--- src/rtl/prog_pkg.sv ---
// Shared definitions for the 8-bit move instruction format.
// The control decoder imports the same package, so the opcode layout is defined once.
package prog_pkg;

    localparam int unsigned BYTE_W = 8;
    localparam int unsigned SEL_W  = 3;

    localparam logic [SEL_W-1:0] SRC_ROM  = 3'd0;
    localparam logic [SEL_W-1:0] SRC_ZERO = 3'd1;
    localparam logic [SEL_W-1:0] SRC_A    = 3'd2;
    localparam logic [SEL_W-1:0] SRC_B    = 3'd3;
    localparam logic [SEL_W-1:0] SRC_X    = 3'd4;
    localparam logic [SEL_W-1:0] SRC_RAM  = 3'd5;
    localparam logic [SEL_W-1:0] SRC_E    = 3'd6;
    localparam logic [SEL_W-1:0] SRC_S    = 3'd7;

    localparam logic [SEL_W-1:0] DST_IR   = 3'd0;
    localparam logic [SEL_W-1:0] DST_PC   = 3'd1;
    localparam logic [SEL_W-1:0] DST_A    = 3'd2;
    localparam logic [SEL_W-1:0] DST_B    = 3'd3;
    localparam logic [SEL_W-1:0] DST_X    = 3'd4;
    localparam logic [SEL_W-1:0] DST_MEM  = 3'd5;
    localparam logic [SEL_W-1:0] DST_Q    = 3'd6;
    localparam logic [SEL_W-1:0] DST_QHI  = 3'd7;

    typedef struct packed {
        logic [BYTE_W-1:0] opcode;
        logic [BYTE_W-1:0] imm;
        logic              hasImm;
    } fifoEntry_t;

    localparam int unsigned ENTRY_W = $bits(fifoEntry_t);

    typedef enum logic [1:0] {
        ST_IDLE = 2'd0,
        ST_OP   = 2'd1,
        ST_IMM  = 2'd2
    } txState_t;

    // Bit 7 jump-if-carry, bits 6:4 dest, bit 3 jz/subtract, bits 2:0 source.
    function automatic logic [BYTE_W-1:0] encodeOp(
        input logic             jc,
        input logic [SEL_W-1:0] dest,
        input logic             jz,
        input logic [SEL_W-1:0] source
    );
        return {jc, dest, jz, source};
    endfunction

endpackage

--- src/rtl/prog_fifo.sv ---
// Synchronous show-ahead FIFO with registered occupancy flags; no write-to-read bypass.
module prog_fifo #(
    parameter int unsigned DEPTH = 4,
    parameter int unsigned WIDTH = 17
) (
    input  logic                       clk,
    input  logic                       reset,
    input  logic                       wrEn,
    input  logic [WIDTH-1:0]           wrData,
    input  logic                       rdEn,
    output logic [WIDTH-1:0]           rdData_c,
    output logic                       full,
    output logic                       empty,
    output logic [$clog2(DEPTH):0]     count
);

    localparam int unsigned AW = $clog2(DEPTH);
    localparam int unsigned CW = AW + 1;

    logic [WIDTH-1:0] mem [DEPTH];
    logic [AW-1:0]    wrPtr;
    logic [AW-1:0]    rdPtr;
    logic             doWr;
    logic             doRd;
    logic [CW-1:0]    countNext;

    assign doWr      = wrEn && !full;
    assign doRd      = rdEn && !empty;
    assign countNext = count + CW'(doWr) - CW'(doRd);
    assign rdData_c  = mem[rdPtr];

    always_ff @(posedge clk) begin
        if (reset) begin
            wrPtr <= '0;
            rdPtr <= '0;
            count <= '0;
            full  <= 1'b0;
            empty <= 1'b1;
        end else begin
            if (doWr) wrPtr <= wrPtr + AW'(1);
            if (doRd) rdPtr <= rdPtr + AW'(1);
            count <= countNext;
            full  <= (countNext == CW'(DEPTH));
            empty <= (countNext == '0);
        end
    end

    // Storage needs no reset; the pointers define what is valid.
    always_ff @(posedge clk) begin
        if (doWr) mem[wrPtr] <= wrData;
    end

endmodule

--- src/rtl/prog_stream_tx.sv ---
// Encodes queued move requests into instruction bytes (plus optional immediate)
// and streams them out with incrementing RAM write addresses.
module prog_stream_tx
    import prog_pkg::*;
#(
    parameter int unsigned DEPTH = 4,
    parameter logic [7:0]  BASE  = 8'h00
) (
    input  logic        clk,
    input  logic        reset,
    input  logic        req_valid,
    output logic        req_ready,
    input  logic [2:0]  req_source,
    input  logic [2:0]  req_dest,
    input  logic        req_jz,
    input  logic        req_jc,
    input  logic [7:0]  req_imm,
    output logic        out_valid,
    input  logic        out_ready,
    output logic [7:0]  out_byte,
    output logic [7:0]  out_addr,
    output logic        out_last,
    output logic [15:0] bytes_sent,
    output logic        err
);

    localparam int unsigned CW = $clog2(DEPTH) + 1;

    fifoEntry_t         pushEntry;
    fifoEntry_t         headEntry;
    logic [ENTRY_W-1:0] headBits;
    logic               fifoFull;
    logic               fifoEmpty;
    logic [CW-1:0]      fifoCount;
    logic [CW-1:0]      countNext;

    logic               push;
    logic               pop;
    logic               handshake;
    logic               toImm;
    logic               advance;

    txState_t           state;
    logic [7:0]         pendImm;
    logic               pendHasImm;

    assign push      = req_valid && req_ready && !fifoFull;
    assign handshake = out_valid && out_ready;
    assign toImm     = (state == ST_OP) && handshake && pendHasImm;
    // Presented byte is finished (or nothing is presented): fetch the next instruction.
    assign advance   = (state == ST_IDLE) || (handshake && !toImm);
    assign pop       = advance && !fifoEmpty;
    assign countNext = fifoCount + CW'(push) - CW'(pop);

    assign pushEntry = '{opcode: encodeOp(req_jc, req_dest, req_jz, req_source),
                         imm:    req_imm,
                         hasImm: (req_source == SRC_ROM)};
    assign headEntry = fifoEntry_t'(headBits);

    prog_fifo #(
        .DEPTH (DEPTH),
        .WIDTH (ENTRY_W)
    ) u_fifo (
        .clk      (clk),
        .reset    (reset),
        .wrEn     (push),
        .wrData   (ENTRY_W'(pushEntry)),
        .rdEn     (pop),
        .rdData_c (headBits),
        .full     (fifoFull),
        .empty    (fifoEmpty),
        .count    (fifoCount)
    );

    always_ff @(posedge clk) begin
        if (reset) begin
            state      <= ST_IDLE;
            req_ready  <= 1'b0;
            out_valid  <= 1'b0;
            out_byte   <= 8'h00;
            out_addr   <= BASE;
            out_last   <= 1'b0;
            bytes_sent <= 16'h0000;
            err        <= 1'b0;
            pendImm    <= 8'h00;
            pendHasImm <= 1'b0;
        end else begin
            // Stays low for a full FIFO even when a pop happens this cycle.
            req_ready <= (countNext != CW'(DEPTH));

            if (push && req_jc && (req_dest != DST_PC)) err <= 1'b1;

            if (handshake) begin
                out_addr   <= out_addr + 8'd1;
                bytes_sent <= bytes_sent + 16'd1;
            end

            if (toImm) begin
                out_byte <= pendImm;
                out_last <= 1'b1;
                state    <= ST_IMM;
            end else if (advance) begin
                if (!fifoEmpty) begin
                    out_byte   <= headEntry.opcode;
                    out_valid  <= 1'b1;
                    out_last   <= !headEntry.hasImm;
                    pendImm    <= headEntry.imm;
                    pendHasImm <= headEntry.hasImm;
                    state      <= ST_OP;
                end else begin
                    out_valid <= 1'b0;
                    out_last  <= 1'b0;
                    state     <= ST_IDLE;
                end
            end
        end
    end

endmodule

--- config.mk ---
export PLATFORM = sky130hd
export DESIGN_NAME = prog_stream_tx
export DESIGN_NICKNAME = d
export VERILOG_FILES = /design/src/rtl/prog_pkg.sv /design/src/rtl/prog_fifo.sv /design/src/rtl/prog_stream_tx.sv
export SDC_FILE = /design/constraint.sdc
export NUM_CORES = 1
export LEC_CHECK = 0
export ABC_AREA = 1
export BUFFER_PORTS_ARGS = -buffer_cell sky130_fd_sc_hd__buf_4
export CAP_MARGIN = 20
export CORE_MARGIN = 2
export CORE_UTILIZATION = 52
export DETAILED_ROUTE_END_ITERATION = 16
export PLACE_DENSITY = 0.82
export SYNTH_ARGS = -nofsm -noshare
export SYNTH_HDL_FRONTEND = slang
export SYNTH_SLANG_ARGS = --single-unit
--- constraint.sdc ---
create_clock -name clk -period 2.4 [get_ports clk]
set_input_delay 0.12 -clock clk [delete_from_list [all_inputs] [get_ports clk]]
set_output_delay 0.12 -clock clk [all_outputs]
set_load 0.02 [all_outputs]
; Yosys cells after proc, flatten, opt, wreduce, memory -nomap -nowiden
; Memory sizes are Yosys's and may differ from the RTL's. A register that Yosys moved wholly into a read port is not among the register bits.
; Cells that the tools add are included.
; W data, S select, Z words.
[totals]
ff_bits = 56
ramBits = 68
input_bits = 20
memories = 1
[mem_list]
columns = memory, depth, width, rd, rd_clocked_by_memory_dff, wr, line
row1 = u_fifo.mem, 4, 17, 1, 1, 1, prog_fifo.sv:20  ; logic [WIDTH-1:0] mem [DEPTH];
[op_classes]
add_sub_neg = 8
n_eq_ne = 5
bitwise_logic = 2
n_mux = 14
n_reduce_logical = 24
[ops]
columns = op, count
row1 = $mux W8, 3
row2 = $add A16 B1 Y16 const B, 1
row3 = $logic_and A1 B1 Y1, 11
row4 = $add A8 B1 Y8 const B, 1
row5 = $mux W2, 4
row6 = $mux W1, 7
row7 = $add A3 B1 Y3, 2
row8 = $logic_not A3 Y1, 2
row9 = $sub A3 B1 Y3, 2
row10 = $add A2 B1 Y2 const B, 2
row11 = $logic_not A1 Y1, 4
row12 = $reduce_and A2 Y1, 2
row13 = $eq A3 B3 Y1 const B, 1
row14 = $ne A3 B1 Y1 const B, 1
row15 = $ne A3 B3 Y1 const B, 1
row16 = $reduce_and A3 Y1, 1
row17 = $eq A2 B1 Y1 const B, 1
row18 = $logic_not A2 Y1, 1
row19 = $ne A2 B2 Y1 const B, 1
row20 = $not A1 Y1, 2
row21 = $reduce_bool A2 Y1, 1
row22 = $reduce_or A2 Y1, 1
row23 = $logic_or A1 B1 Y1, 1

; Longest topological paths before layout
[logic_depth]
depth_word = 10
mapped_depth = 18
mapped_depth_nobuf = 16

; Hierarchy
; A second synthesis with hierarchy kept.
[unflattened]
cells_unflattened = 583
area_unflattened_um2 = 5411.4
[modules_own_cells]
columns = mod, cells_per_inst, n_inst, area_each_um2
row1 = prog_fifo, 237, 1, 3116.7
row2 = prog_stream_tx, 346, 1, 2294.7

; Worst setup path before layout
; No wires, ideal clock.
[synth_path]
kind = register to register
startpoint = register out_valid
endpoint = register req_ready
path_slack_ns = -0.190
path_stages_with_launch = 18
period_less_slack_ns = 2.590
required_time_ns = 2.281
arrival_ns = 2.472
cell_sequence = dfxtp_1 nand2_2 nor2_4 nand2_4 nand2_4 nand2_2 nand2_2 buf_6 buf_6 inv_1 ha_1 inv_1 ha_1 inv_1 fa_1 nand2_1 o31ai_1 inv_1
[synth_between]
elab_chain_cells = 9
[synth_lines]
columns = item, line
row1 = start: declaration, prog_stream_tx.sv:18  ; output logic out_valid,
row2 = start signal: assignment, prog_stream_tx.sv:79  ; out_valid <= 1'b0;
row3 = start signal: assignment, prog_stream_tx.sv:105  ; out_valid <= 1'b1;
row4 = start signal: assignment, prog_stream_tx.sv:111  ; out_valid <= 1'b0;
row5 = $logic_and A1 B1 Y1 *, prog_stream_tx.sv:48  ; assign handshake = out_valid && out_ready;
row6 = $logic_and A1 B1 Y1 (2 in a row), prog_stream_tx.sv:49  ; assign toImm = (state == ST_OP) && handshake && pendHasImm;
row7 = $logic_not A1 Y1, prog_stream_tx.sv:51  ; assign advance = (state == ST_IDLE) || (handshake && !toImm);
row8 = $logic_and A1 B1 Y1 *, prog_stream_tx.sv:51
row9 = $logic_or A1 B1 Y1 *, prog_stream_tx.sv:51
row10 = $logic_and A1 B1 Y1 *, prog_stream_tx.sv:52  ; assign pop = advance && !fifoEmpty;
row11 = $sub A3 B1 Y3 *, prog_stream_tx.sv:53  ; assign countNext = fifoCount + CW'(push) - CW'(pop);
row12 = $ne A3 B3 Y1 *, prog_stream_tx.sv:89  ; req_ready <= (countNext != CW'(DEPTH));
row13 = end signal: assignment, prog_stream_tx.sv:89
row14 = end: declaration, prog_stream_tx.sv:12  ; output logic req_ready,
; Mark *: on every way between the ends. The rest lies on a longest branch, timed or not.
; A chain may end at the register's enable or synchronous reset.

; Final worst setup path
[layout_path]
startpoint = register out_valid
endpoint = register u_fifo.empty
[layout_between]
elab_chain_cells = 10
[layout_lines]
columns = item, line
row1 = $logic_and A1 B1 Y1 *, prog_stream_tx.sv:48
row2 = $logic_and A1 B1 Y1 (2 in a row), prog_stream_tx.sv:49
row3 = $logic_not A1 Y1, prog_stream_tx.sv:51
row4 = $logic_and A1 B1 Y1 *, prog_stream_tx.sv:51
row5 = $logic_or A1 B1 Y1 *, prog_stream_tx.sv:51
row6 = $logic_and A1 B1 Y1 *, prog_stream_tx.sv:52
row7 = $logic_and A1 B1 Y1 *, prog_fifo.sv:28  ; assign doRd = rdEn && !empty;
row8 = $sub A3 B1 Y3 *, prog_fifo.sv:29  ; assign countNext = count + CW'(doWr) - CW'(doRd);
row9 = $logic_not A3 Y1 *, prog_fifo.sv:44  ; empty <= (countNext == '0);
row10 = end signal: assignment, prog_fifo.sv:44
row11 = end: declaration, prog_fifo.sv:13  ; output logic empty,
; Marks and branches as above.

==> metrics.txt <==
Slew headroom=62.2%; Synth cell types=33; placed cells=732; crit path launch type=register; most frequent cells in the layout=118 x nor2_1, 69 x nand2_1, 68 x edfxtp_1; Post-Route WL=11400 um; Fin. Hold Viols=0; Reg2Reg Launch Point=out_valid$_SDFFE_PP0P_; Setup WS post-layout=0.0475 ns; Port-buffer cells=55; Worst Path Required=2.85 ns; final cell count without fillers=782; number of global-route vias before repair=4066; cts bufs inserted=17; leading cell type in the layout, fill and taps excluded=nor2_1; Setup violations, final=0; Die ar.=10900 um^2; Die Y=104 um; vias=4026; Worst Hold Endpoint=u_fifo.wrPtr[0]$_SDFFE_PP0P_; Setup CP Type=register to register; post-route ant nets=0; CORE AREA=9770 um^2; Initial Util=53.6%; Core Rows=36; Synth Register Bits=126; clock latency on the worst-skew pair=0.51 ns; layout cells sized above 1=19.1%; Fin Setup TNS=0 ns; final instance area=6630 um^2; yosys warns=0; global-route wire length before repair=18800 um; Pre-antenna DRT Iters=5; Total Power=7.43 mW; hold slack=0.0904 ns; drt initial violations=241; GPL Wtd Cong=0.871; Final #Nets=669; Max VDD drop=0.651 mV; register area share after synthesis=61.2%; Fillers=727; syn avg cell area=9.45 um^2; pre-CTS setup slack=0.112 ns; Ports=56; H-tree depth=4; largest net degree at the start of global routing=35; Max-Cap Viols=0; final core occ=67.8%; RSZ-0062 raised after global routing=yes; worst-path fanout max=7; Fmax achieved=0.425 GHz; Total GRT Usage=21.8%; clk buf depth=2; internal reg-to-reg setup slack=0.05 ns; hold path startpoint=req_valid; Worst EP arrival=2.80 ns; area delta synth->final=26.6%; cell count after synthesis=554; CTS tree=yes; Hold Crit Depth=4; CP Capture Type=register; total grt overflow=0; clk slew on worst S/H paths=0.06 ns; Final period util=98.0%; CTS Root Cell=clkbuf_8; Vias/cell=5.15; fin crit period=2.35 ns; final HPWL from detailed placement=6880 um; Worst Reg-to-Reg Cells=14; diodes inserted=0; outcome=complete, no violations; antenna violations before repair=0; Cell Area, Synth=5240 um^2; Worst Skew=0.0136 ns; worst hold path type=primary input to register; clock sinks=126; RR Endpoint=u_fifo.empty$_SDFF_PP1_; DR WL/cell=14.6 um; Syn Nets=586; Final Max Tran Viols=0; # DRC=0; placed cell area=5820 um^2; power per cell area=1120 nW/um^2; worst slew pin tran=0.567 ns; P_leak=2.72 nW; Die Wd=104 um
## cell families after synthesis
| family | after synthesis | share of synthesized area [%] |
|---|---|---|
| buffers and inverters | 86 | 6.72 |
| flip-flops | 126 | 61.2 |
| XOR/XNOR | 4 | 0.669 |
| AO/OA/AOI/OAI | 95 | 9.80 |
| adder cells (fa/ha/maj) | 12 | 3.15 |
| AND/OR/NAND/NOR | 231 | 18.5 |
## metal layers
layer / GRT usage [%] / up-vias / wire (um)
met3: 5.51 / 14 / 656
li1: - / 1986 / -
met5: 0 / - / 0
met1: 26.5 / 1880 / 4800
met4: 8.01 / 0 / 133
met2: 37.3 / 146 / 5810
## final cells by class
class | count | area (um^2) | area share (%)
multi-input combinational | 342 | 1740 | 26.3
inverter | 65 | 246 | 3.72
timing repair buffer | 85 | 683 | 10.3
tap | 133 | 166 | 2.51
sequential | 126 | 3210 | 48.4
clock inverter | 14 | 168 | 2.53
clock buffer | 17 | 414 | 6.25
## where the power goes
part           switching [mW]  internal (mW)  total [mW]
registers               0.194           2.63        2.82
clock network           0.948           1.58        2.52
logic                    1.32          0.767        2.09
total                    2.46           4.97        7.43
## synthesized netlist by cell type
cell type	n	area (um^2)
nor3_2	2	20.0
inv_1	63	236
a21boi_2	1	11.3
inv_2	2	7.51
o21ai_1	3	15.0
ha_1	10	125
a21oi_1	17	85.1
xnor2_1	1	8.76
o31ai_1	1	7.51
o21a_1	1	7.51
nor2_1	119	447
or3b_2	1	8.76
clkbuf_1	10	37.5
buf_4	1	7.51
edfxtp_1	68	2040
nand2_4	2	22.5
o21bai_1	6	45.0
dfxtp_1	58	1160
nor2_4	1	11.3
nor3b_1	1	7.51
buf_2	8	40.0
and3_1	1	6.26
a21oi_2	1	8.76
nand3_1	22	110
o22ai_1	6	37.5
nand2_2	4	25.0
buf_6	2	22.5
nand2_1	70	263
nand4_1	5	31.3
o21ai_0	59	295
fa_1	2	40.0
nor3_1	3	15.0
xor2_1	3	26.3
## worst max-delay path, stage by stage (launching register included)
cell and delay, ns:
dfxtp_4 0.37, nand2_4 0.09, nor2_4 0.11, nand2_4 0.07, nand2_4 0.07, nand2_2 0.08, nand2_4 0.09, inv_1 0.06
ha_1 0.27, inv_1 0.06, ha_1 0.15, inv_1 0.08, fa_2 0.57, nand2_2 0.08, a21oi_2 0.14
## state kept, by name, indices dropped and copies added, names as in the netlist, 2 cells and up, named ones only
| name | count |
|---|---|
| u_fifo.mem | 68 |
| bytes_sent | 16 |
| out_addr | 8 |
| out_byte | 8 |
| pendImm | 8 |
| u_fifo.count | 3 |
| state | 2 |
| u_fifo.rdPtr | 2 |
| u_fifo.wrPtr | 2 |
## worst max-delay path by stage
stage / startpoint / to / cells after the start
6_report: out_valid$_SDFFE_PP0P_ / u_fifo.empty$_SDFF_PP1_ / 14
5_1_grt: out_valid$_SDFFE_PP0P_ / u_fifo.empty$_SDFF_PP1_ / 15
4_1_cts: out_valid$_SDFFE_PP0P_ / u_fifo.empty$_SDFF_PP1_ / 15
3_5_place_dp: out_valid$_SDFFE_PP0P_ / u_fifo.empty$_SDFF_PP1_ / 15
3_3_place_gp: out_valid$_SDFFE_PP0P_ / req_ready$_SDFF_PP0_ / 15
2_1_floorplan: out_valid$_SDFFE_PP0P_ / req_ready$_SDFF_PP0_ / 17
## what timing repair did
item                                   4_1_cts  5_1_grt
hold buffers                                18        0
resized for setup                            0        9
buffers inserted                             0        1
pin swaps                                    1        3
endpoints found under the hold margin       84        0
setup endpoints to repair                    1        4
No activity file was read; power rests on OpenSTA's default activity.
